[config.mk]
export PLATFORM = sky130hd
export DESIGN_NAME = alu_sequencer
export DESIGN_NICKNAME = d
export VERILOG_FILES = /design/src/rtl/alu_sequencer.sv
export SDC_FILE = /design/constraint.sdc
export NUM_CORES = 1
export LEC_CHECK = 0
export BUFFER_PORTS_ARGS = -buffer_cell sky130_fd_sc_hd__buf_2
export CELL_PAD_IN_SITES_DETAIL_PLACEMENT = 1
export CELL_PAD_IN_SITES_GLOBAL_PLACEMENT = 2
export CORE_ASPECT_RATIO = 0.8
export CORE_UTILIZATION = 35
export DETAILED_ROUTE_END_ITERATION = 8
export GPL_ROUTABILITY_DRIVEN = 1
export PLACE_DENSITY_LB_ADDON = 0.08
export SLEW_MARGIN = 10
export SYNTH_ARGS = -nofsm -noshare
export SYNTH_HDL_FRONTEND = slang
export SYNTH_SLANG_ARGS = --single-unit
[constraint.sdc]
create_clock -name clk -period 2.2 [get_ports clk]
set_clock_uncertainty 0.15 [all_clocks]
set_input_delay 0.11 -clock clk [delete_from_list [all_inputs] [get_ports clk]]
set_output_delay 0.11 -clock clk [all_outputs]
set_load 0.02 [all_outputs]
[src/rtl/alu_sequencer.sv]
// Command sequencer that drives an external combinational ALU through a 4-entry register file.
// Each command goes IDLE -> ISSUE -> CAPTURE -> RESPOND and is answered on a valid/ready response port.
module alu_sequencer #(
    parameter int n = 4
) (
    input  logic         clk,
    input  logic         rst_n,
    input  logic         cmd_valid,
    output logic         cmd_ready,
    input  logic [3:0]   cmd_op,
    input  logic [1:0]   cmd_dst,
    input  logic [1:0]   cmd_srca,
    input  logic [1:0]   cmd_srcb,
    input  logic [n-1:0] cmd_imm,
    input  logic         cmd_fin,
    input  logic         cmd_use_c,
    output logic [n-1:0] alu_a,
    output logic [n-1:0] alu_b,
    output logic [3:0]   alu_ctrl,
    output logic         alu_flag_in,
    input  logic [n-1:0] alu_result,
    input  logic         alu_c,
    input  logic         alu_z,
    output logic         rsp_valid,
    input  logic         rsp_ready,
    output logic [n-1:0] rsp_data,
    output logic         rsp_c,
    output logic         rsp_z,
    output logic         rsp_err,
    output logic         c_flag,
    output logic         z_flag
);

    localparam logic [3:0] OP_LOADI   = 4'hF;
    localparam logic [3:0] OP_ALU_MAX = 4'h9;

    typedef enum logic [1:0] {IDLE, ISSUE, CAPTURE, RESPOND} state_t;

    state_t       state, state_next;
    logic [n-1:0] regs [4];
    logic [3:0]   op_q;
    logic [1:0]   dst_q;
    logic [n-1:0] imm_q;
    logic         accept;

    assign accept = cmd_valid && cmd_ready;

    always_ff @(posedge clk or negedge rst_n) begin
        if (!rst_n) state <= IDLE;
        else        state <= state_next;
    end

    always_comb begin
        state_next = state;
        unique case (state)
            IDLE:    if (accept) state_next = ISSUE;
            ISSUE:   state_next = CAPTURE;
            CAPTURE: state_next = RESPOND;
            RESPOND: if (rsp_ready) state_next = IDLE;
            default: state_next = IDLE;
        endcase
    end

    always_comb begin
        cmd_ready = (state == IDLE);
        rsp_valid = (state == RESPOND);
    end

    // NOTE: the register file is reset along with the rest of the state, so an aborted write can never leave stale data behind.
    always_ff @(posedge clk or negedge rst_n) begin
        if (!rst_n) begin
            for (int i = 0; i < 4; i++) regs[i] <= '0;
            c_flag      <= 1'b0;
            z_flag      <= 1'b0;
            op_q        <= '0;
            dst_q       <= '0;
            imm_q       <= '0;
            alu_a       <= '0;
            alu_b       <= '0;
            alu_ctrl    <= '0;
            alu_flag_in <= 1'b0;
            rsp_data    <= '0;
            rsp_c       <= 1'b0;
            rsp_z       <= 1'b0;
            rsp_err     <= 1'b0;
        end else if (accept) begin
            // Operands are snapshotted here, so dst may safely alias a source.
            op_q        <= cmd_op;
            dst_q       <= cmd_dst;
            imm_q       <= cmd_imm;
            alu_a       <= regs[cmd_srca];
            alu_b       <= regs[cmd_srcb];
            alu_ctrl    <= cmd_op;
            alu_flag_in <= cmd_use_c ? c_flag : cmd_fin;
        end else if (state == CAPTURE) begin
            if (op_q <= OP_ALU_MAX) begin
                regs[dst_q] <= alu_result;
                c_flag      <= alu_c;
                z_flag      <= alu_z;
                rsp_data    <= alu_result;
                rsp_c       <= alu_c;
                rsp_z       <= alu_z;
                rsp_err     <= 1'b0;
            end else if (op_q == OP_LOADI) begin
                regs[dst_q] <= imm_q;
                c_flag      <= 1'b0;
                z_flag      <= (imm_q == '0);
                rsp_data    <= imm_q;
                rsp_c       <= 1'b0;
                rsp_z       <= (imm_q == '0);
                rsp_err     <= 1'b0;
            end else begin
                rsp_data    <= '0;
                rsp_c       <= c_flag;
                rsp_z       <= z_flag;
                rsp_err     <= 1'b1;
            end
        end
    end

endmodule

==> key figures <==
Run status
  – Status: completed

Final layout
  – Register area: 1100 um2
  – Diodes inserted: 0
  – Filler Cell Count: 614
  – Share of layout cells above drive strength 1: 54.1%
  – Multi-input logic area: 992 um2
  – Nets@finish: 247
  – Synth-to-Final Area Change: 31.7%
  – Final non-filler cell total: 299

Timing
  – Final setup viols: 0
  – Setup TNS Final: 0 ns
  – Min cycle time layout: 2.08 ns
  – Hold Vio Cnt, Final: 0
  – Slew headroom: 68.9%
  – Tcrit/Tclk final: 94.7%
  – Worst slew pin tran: 0.467 ns
  – Unrepaired setup endpoints after global routing: no
  – Slew Limit Fails: 0
  – Max Fclk: 0.480 GHz

Die
  – FP Rows: 25
  – Ports: 50
  – Die W: 89.6 um
  – Die Span Y: 72.1 um
  – Floorplan Core Area: 5910 um2
  – Initial Util: 36.4%
  – DIE AREA: 6460 um2

Synth
  – Seq cells post-synth: 44
  – Synth top area cells: dfrtp_1 51%, mux2_2 20%, mux4_2 8.4%
  – Sequential share of the synthesized area: 51.2%
  – Synth top area share: 51.2%
  – Avg Cell Area, Syn: 14.9 um2
  – Warnings, synthesis: 0
  – Most numerous cell in the Yosys netlist: dfrtp_1
  – EDFF count, synth: 0
  – Largest area contributor in the netlist: dfrtp_1
  – Syn Nets: 174
  – Mapped Cells: 144
  – Post-Synthesis Cell Area: 2150 um2
  – Ys async rst share: 100%
  – Post-synth top flop: dfrtp_1
  – Synth cell types: 24
  – Top post-synthesis cells by count: 44 x dfrtp_1, 39 x mux2_2, 8 x inv_1, 8 x mux4_2

Worst setup path
  – Critical Path End Type: flip-flop
  – WS Path Type: reg -> reg
  – CP max-delay cell: dfrtp_1
  – CP max FO: 5
  – Reg2Reg Launch Point: state[0]
  – Crit path required time: 2.23 ns
  – Critical Path AT: 2.11 ns
  – Worst-path cell chain: inv_1, ha_1, a21bo_2, a2111oi_4, buf_4, mux2_2
  – Peak per-stage delay on the critical path: 0.37 ns
  – Crit path launch type: flip-flop
  – Worst Setup SP: state[0]

Clock network
  – Max Root-Sink Buffers: 2
  – Clock Latency Late Sink: 0.30 ns
  – Post-CTS Resized: 0
  – TritonCTS Sinks: 44
  – Root Buffer: clkbuf_8
  – CTS H-tree lvls: 2
  – CTS tree: yes
  – Cts bufs inserted: 5
  – Reg clk slew, reported paths: 0.08 ns

Pwr
  – Power, Total: 4290 uW
  – Lkg Pwr: 0.00126 uW
  – Sw Ratio: 37.2%
  – Pwr per Cell Area: 1510 nW/um2
  – Clk pwr share: 19.6%
  – Net Switching: 1600 uW
  – Internal power: 2690 uW
  – Seq pwr share: 36.4%
  – Combinational fraction of design power: 43.9%
  – VDD IR-drop max: 0.640 mV

GRT
  – Vias in the first global route: 1,586
  – Initial antenna violation count: 0
  – Total GRT Usage: 17.4%
  – First-pass GRT wire length: 8150 um
  – Largest net degree at the start of global routing: 21
  – Gr ovfl total: 0

Hold path
  – Hold/Removal Path Class: in -> reg
  – Hold path startpoint: alu_result[0]

Drt
  – Wire per inst: 16.7 um
  – Remaining DRCs: 0
  – TritonRoute pass-1 iters: 4
  – Post-route ant nets: 0
  – Number of vias per cell: 4.91
  – Vias: 1,468
  – 1st-iter DRT viols: 43
  – Post-Route WL: 5010 um

Placement
  – RD Place Congestion: 0.738
  – Placed insts: 275
  – PortBufs: 49
  – Post-DP HPWL: 3830 um

Job
  – Max-Cap Viols: 0
-- logic make-up after synthesis --
family | share of synthesized area, %
muxes | 30.8
DFF | 51.2
AOI/OAI and AO/OA | 9.78
buffers and inverters | 2.62
and+or+nand+nor | 3.26
adders and majority gates | 2.33
-- repair_timing --
| item | 4_1_cts | 5_1_grt |
|---|---|---|
| hold endpoints to repair | 57 | 0 |
| pin swaps | 2 | 2 |
| gates cloned | 0 | 0 |
| endpoints found under the setup margin | 4 | 8 |
| buffers inserted | 0 | 1 |
| hold buffers | 15 | 0 |
-- cell usage in the layout, fill, tap and decap left out, drive strengths merged --
master	count
mux2i	2
o22ai	1
and4	1
ha	4
nor2	5
o21a	1
mux4	8
nor4	1
nand2	2
dfrtp	44
a21bo	1
nand4	1
mux2	41
nand3	2
buf	56
dlygate4sd3	15
o21ai	4
a2111oi	4
bufinv	3
inv	8
clkbuf	5
a22oi	4
a21oi	5
-- path summary, 6_finish.rpt --
| check | cells past startpoint | end | slack (ns) |
|---|---|---|---|
| worst max-delay path | 6 | regs[4] | 0.12 |
| worst max register to register | 6 | regs[4] | 0.12 |
| max in group asynchronous | 3 | regs[0] | 1.21 |
| min in group asynchronous | 2 | alu_b[3] | 0.09 |
| worst min register to register | 2 | alu_flag_in | 0.34 |
| worst min-delay path | 3 | rsp_data[0] | 0.02 |
-- final cells by class --
type | count | share of cell area [%]
inverters | 8 | 1.06
well taps | 81 | 3.58
clock buffers | 5 | 2.43
clock inverters | 3 | 3.18
repair buffers | 71 | 15.8
flip-flops and latches | 44 | 38.9
multi-input cells | 87 | 35.0
-- worst max-delay path, delay by kind of cell (launching register included) --
family	cells	cell delay, ns
AO/OA/AOI/OAI	2	0.59
flip-flops	1	0.37
multiplexers	1	0.33
buffers and inverters	2	0.28
adder cells (fa/ha/maj)	1	0.25
-- routing by layer --
metal | share of wire (%) | GRT usage (%)
met5 | 0 | 0
met4 | 1.1 | 5.29
met3 | 3.5 | 4.10
met2 | 49 | 27.5
met1 | 47 | 23.7
-- flip-flops by register name, summed over array words and instances, names as in the netlist --
signal	cells
regs	16
alu_a	4
alu_b	4
imm_q	4
op_q	4
rsp_data	4
dst_q	2
state	2
alu_flag_in	1
c_flag	1
rsp_err	1
z_flag	1
-- power groups by stage --
| stage | logic [uW] | clock network, uW | registers, uW |
|---|---|---|---|
| floorplan | 1150 | 0 | 1710 |
| global placement | 1820 | 0 | 1540 |
| detailed placement | 1870 | 0 | 1590 |
| CTS | 1910 | 877 | 1570 |
| global route | 2060 | 902 | 1630 |
| finish | 1880 | 842 | 1560 |
-- metrics by stage --
stage | setup WS [ns] | utilization [%] | hold WS, ns | area (um2)
floorplan | 0.120 | - | -0.336 | 2150
global placement | 0.0776 | 42.5 | -0.129 | 2510
detailed placement | 0.00767 | 42.5 | -0.124 | 2510
CTS | 0.00805 | 47.8 | 0.0149 | 2820
global route | 0.00508 | 47.9 | 0.0305 | 2830
finish | 0.117 | 47.9 | 0.0194 | 2830
No activity file was read; power rests on OpenSTA's default activity.
